File: src/rtl/mem_pkg.sv
// Shared store-path types: size encoding, buffered write entry and the alignment rule.
// The STORE_MISALIGN_TRAP_EN build option is consumed by store_lane_map, not here.
package mem_pkg;

    typedef enum logic [1:0] {
        SZ_BYTE = 2'b00,
        SZ_HALF = 2'b01,
        SZ_WORD = 2'b10,
        SZ_RSVD = 2'b11
    } size_e;

    typedef struct packed {
        logic [31:0] addr;
        logic [31:0] data;
        logic [3:0]  be;
        logic        misalign;
    } store_entry_t;

    localparam logic [7:0] ERR_COUNT_MAX = 8'hFF;

    // Reserved sizes are treated like words, so they share the word alignment rule.
    function automatic logic is_misaligned(input size_e size, input logic [1:0] lo);
        logic bad;
        bad = 1'b0;
        case (size)
            SZ_BYTE: bad = 1'b0;
            SZ_HALF: bad = lo[0];
            SZ_WORD: bad = (lo != 2'b00);
            SZ_RSVD: bad = (lo != 2'b00);
            default: bad = 1'b0;
        endcase
        return bad;
    endfunction

endpackage

File: src/rtl/store_lane_map.sv
// Combinational mapper from (size, address, register value) to a buffered write entry.
// Define STORE_MISALIGN_TRAP_EN to suppress byte enables of misaligned stores.
module store_lane_map
    import mem_pkg::*;
(
    input  logic [31:0]  addr_i,
    input  logic [31:0]  data_i,
    input  logic [1:0]   size_i,
    output store_entry_t entry_o
);

    size_e       size;
    logic        misalign;
    logic [1:0]  lo;
    logic [3:0]  be;
    logic [31:0] data;

    assign size     = size_e'(size_i);
    assign lo       = addr_i[1:0];
    assign misalign = is_misaligned(size, lo);

    // Lanes are chosen from the naturally aligned address, so a misaligned half
    // lands in the half that contains it and a misaligned word covers the whole word.
    always_comb begin
        be   = 4'b0000;
        data = data_i;
        case (size)
            SZ_BYTE: begin
                be   = 4'b0001 << lo;
                data = {4{data_i[7:0]}};
            end
            SZ_HALF: begin
                be   = lo[1] ? 4'b1100 : 4'b0011;
                data = {2{data_i[15:0]}};
            end
            SZ_WORD: begin
                be   = 4'b1111;
                data = data_i;
            end
            SZ_RSVD: begin
                be   = 4'b1111;
                data = data_i;
            end
            default: begin
                be   = 4'b0000;
                data = data_i;
            end
        endcase
`ifdef STORE_MISALIGN_TRAP_EN
        if (misalign) begin
            be = 4'b0000;
        end
`endif
    end

    assign entry_o.addr     = {addr_i[31:2], 2'b00};
    assign entry_o.data     = data;
    assign entry_o.be       = be;
    assign entry_o.misalign = misalign;

endmodule

File: src/rtl/store_narrow.sv
// Store narrowing buffer: maps sub-word stores to byte-enabled word writes and queues them.
// Optional build macro STORE_MISALIGN_TRAP_EN (see store_lane_map) blanks misaligned writes.
module store_narrow
    import mem_pkg::*;
#(
    parameter int DEPTH = 2
) (
    input  logic        clk,
    input  logic        reset,
    input  logic        in_valid,
    output logic        in_ready,
    input  logic [31:0] in_addr,
    input  logic [31:0] in_data,
    input  logic [1:0]  in_size,
    output logic        out_valid,
    input  logic        out_ready,
    output logic [31:0] out_addr,
    output logic [31:0] out_data,
    output logic [3:0]  out_be,
    output logic        out_misalign,
    output logic [7:0]  err_count
);

    localparam int PTR_W = $clog2(DEPTH);
    localparam int CNT_W = PTR_W + 1;
    localparam logic [CNT_W-1:0] FULL_CNT = CNT_W'(DEPTH);

    store_entry_t     entry;
    store_entry_t     head;
    store_entry_t     mem_q [DEPTH];
    logic [PTR_W-1:0] wr_ptr_q, wr_ptr_d;
    logic [PTR_W-1:0] rd_ptr_q, rd_ptr_d;
    logic [CNT_W-1:0] count_q, count_d;
    logic [7:0]       err_q, err_d;
    logic             push;
    logic             pop;

    store_lane_map u_lane_map (
        .addr_i  (in_addr),
        .data_i  (in_data),
        .size_i  (in_size),
        .entry_o (entry)
    );

    assign in_ready  = (count_q < FULL_CNT);
    assign out_valid = (count_q != '0);
    assign push      = in_valid & in_ready;
    assign pop       = out_valid & out_ready;

    // Pointers wrap for free because DEPTH is a power of two.
    always_comb begin
        wr_ptr_d = wr_ptr_q;
        rd_ptr_d = rd_ptr_q;
        count_d  = count_q;
        err_d    = err_q;
        if (push) begin
            wr_ptr_d = wr_ptr_q + 1'b1;
        end
        if (pop) begin
            rd_ptr_d = rd_ptr_q + 1'b1;
        end
        case ({push, pop})
            2'b10:   count_d = count_q + 1'b1;
            2'b01:   count_d = count_q - 1'b1;
            default: count_d = count_q;
        endcase
        if (push && entry.misalign && (err_q != ERR_COUNT_MAX)) begin
            err_d = err_q + 8'd1;
        end
    end

    always_ff @(posedge clk) begin
        if (reset) begin
            wr_ptr_q <= '0;
            rd_ptr_q <= '0;
            count_q  <= '0;
            err_q    <= '0;
        end else begin
            wr_ptr_q <= wr_ptr_d;
            rd_ptr_q <= rd_ptr_d;
            count_q  <= count_d;
            err_q    <= err_d;
        end
    end

    always_ff @(posedge clk) begin
        if (!reset && push) begin
            mem_q[wr_ptr_q] <= entry;
        end
    end

    // Storage is not reset, so the qualifying outputs are gated with occupancy.
    assign head         = mem_q[rd_ptr_q];
    assign out_addr     = head.addr;
    assign out_data     = head.data;
    assign out_be       = out_valid ? head.be : 4'b0000;
    assign out_misalign = out_valid & head.misalign;
    assign err_count    = err_q;

endmodule

File: config.mk
export PLATFORM = sky130hd
export DESIGN_NAME = store_narrow
export DESIGN_NICKNAME = d
export VERILOG_FILES = /design/src/rtl/mem_pkg.sv /design/src/rtl/store_lane_map.sv /design/src/rtl/store_narrow.sv
export SDC_FILE = /design/constraint.sdc
export NUM_CORES = 1
export LEC_CHECK = 0
export CAP_MARGIN = 15
export CORE_UTILIZATION = 53
export CTS_CLUSTER_DIAMETER = 60
export CTS_CLUSTER_SIZE = 10
export DETAILED_ROUTE_END_ITERATION = 10
export PLACE_DENSITY = 0.82
export SLEW_MARGIN = 20
export SYNTH_ARGS = -nofsm -noshare
export SYNTH_HDL_FRONTEND = slang
export SYNTH_SLANG_ARGS = --single-unit
File: constraint.sdc
create_clock -name clk -period 18.2 [get_ports clk]
set_input_delay 4.55 -clock clk [delete_from_list [all_inputs] [get_ports clk]]
set_output_delay 4.55 -clock clk [all_outputs]
set_load 0.03 [all_outputs]
==> run metrics <==
outcome=finished, final reports clean; Period minus WS final=7.09 ns; Worst-path clk slew=0.06 ns; Worst EP required=13.65 ns; CP startpoint kind=flop; Post-synth EDFFs=134; Max Slew Vio Count=0; initial antenna violation count=0; Post-Synthesis Cells=344; P&R area growth vs syn=37.3%; Slew headroom=0.386; Hold Path Class=flop to flop; Num CTS Buffers=17; synthesized cell area=5870 um^2; cell with the most instances after synthesis=edfxtp_1; crit path kind=flop to output pin; Ports=149; die height=107 um; vias in the first global route=3535; port buffer count=146; post-synth top area cell=edfxtp_1; HPWL after DPL=7450 um; largest net degree at the start of global routing=68; Max-Cap Viols=0; GPL Wtd Cong=0.792; Worst-Margin Slew=0.921 ns; H-tree lvl count=4; GRT Overall Usage=0.206; die area=11500 um^2; Post-synth top cells=134 x edfxtp_1, 78 x mux2_2, 16 x nor2_1; R2R Setup Slk=15.92 ns; layout cells sized above 1=0.225; yosys warns=0; Final period util=0.390; synth top area cells=edfxtp_1 68%, mux2_2 15%, dfxtp_1 4.4%; Setup TNS=0 ns; Pleak=0.00272 uW; Diodes inserted=0; Post-CTS Setup Inserts=0; clk_lat worst skew=0.52 ns; CP endpoint kind=output pin; Antenna Nets Post-Route=0; CTS tree=yes; num rows=38; Vias=3422; fraction of registers with async set or reset after synthesis=0; Core ar.=10800 um^2; Sink Count=147; Pwr per Cell Area=137 nW/um^2; total global routing overflow=0; Routed WL=11500 um; Remaining DRCs=0; Die X=107 um; cts repair resizes=0; achievable frequency=141 MHz; final setup fails=0; Hold Fails Final Rpt=0; hold buffers post-CTS=0; Routed WL per cell=17.6 um; RSZ-0062 raised after global routing=no; drt pass-1 iters=4; Primary FF master, synth=edfxtp_1; Clock Skew=0.00935 ns; Avg Inst Size Synth=17.1 um^2; initial DRC count=160; fin nets=569; Max FO, Critical Path=67; clk root buf=clkbuf_8; CTS max path bufs=2; Synth top area share=0.685; sequential element share of the synthesized area=0.729; first-pass GRT wire length=17300 um; post-synth cell types=35; WP data arrival=2.54 ns; final hold slack=0.508 ns; #FFs+latches synth=147; vias per cell=5.26; Initial Utilization=0.542; peak supply drop=86.2 uV
-- path summary, 6_finish.rpt --
path,start,endpoint,cells after the start
setup / recovery,flop,out_data[13],2
hold / removal,err_count[1]$_SDFFE_PP0P_,err_count[1]$_SDFFE_PP0P_,2
setup reg to reg,count_q[1]$_SDFFE_PP0P_,mem_q[1][26]$_DFFE_PP_,3
hold reg to reg,err_count[1]$_SDFFE_PP0P_,err_count[1]$_SDFFE_PP0P_,2
-- sequential cells by signal, indices dropped and copies added, names as in the netlist, named ones only --
register   count
count_q        2
wr_ptr_q       1
err_count      8
rd_ptr_q       1
mem_q        134
-- per-stage QoR --
stage	utilization	total power, uW	setup WS, ns	instances	instance area (um^2)
3_5_place_dp	0.690	781	10.75	618	7480
6_report	0.744	1100	11.11	650	8070
4_1_cts	0.743	1110	11.08	650	8050
2_1_floorplan	-	649	8.11	345	5880
3_3_place_gp	0.690	775	10.89	618	7480
5_1_grt	0.744	1150	11.00	650	8070
-- cell families (layout without fill, tap and decap cells) --
kind of cell | count (synthesis) | after routing | share of synthesized area
buffers and inverters | 21 | 186 | 0.0149
multiplexers | 92 | 92 | 0.173
flip-flops | 147 | 147 | 0.729
adder cells (fa/ha/maj) | 2 | 2 | 0.00426
AO/OA/AOI/OAI | 31 | 31 | 0.0330
XOR/XNOR | 4 | 4 | 0.00596
other | 1 | 2 | 0.000638
AND/OR/NAND/NOR | 46 | 46 | 0.0386
-- routing by layer --
| metal | up-vias | share of wire | global-route usage |
|---|---|---|---|
| met5 | - | 0 | 0 |
| met4 | 0 | 0.016 | 0.0881 |
| met3 | 14 | 0.056 | 0.0527 |
| met2 | 111 | 0.52 | 0.352 |
| met1 | 1667 | 0.41 | 0.249 |
| li1 | 1630 | - | - |
-- power breakdown --
part / internal (uW) / switching, uW
registers: 410 / 32.1
clock network: 197 / 135
logic: 156 / 175
-- critical path, cell delays in order (launching register included) --
cell and delay (ns):
dfxtp_4 0.93, mux2_2 0.41, clkdlybuf4s50_1 0.63
-- layout make-up --
type / instances / area (um^2)
clock buffers: 18 / 418
multi-input cells: 177 / 1530
flip-flops and latches: 147 / 4290
clock inverters: 14 / 154
fillers: 681 / 2770
well taps: 140 / 175
repair buffers: 149 / 1480
inverters: 5 / 18.8
-- cells in the final DEF (no fill, tap or decap), drive strengths merged, types with 2 or more instances in the layout --
cell           instances
clkbuf                18
nor3                   2
xnor2                  2
bufinv                 2
dfxtp                 13
or3                    5
ha                     2
o41ai                  3
clkinv                 5
conb                   2
mux2i                 14
clkinvlp               3
nand2b                 2
mux2                  78
nor2                  16
xor2                   2
o21ai                 13
inv                    9
buf                    3
o311ai                 2
o21bai                 4
nand2                 12
nor2b                  2
edfxtp               134
a21oi                  6
clkdlybuf4s50        146
(Power assumes the default switching activity.)
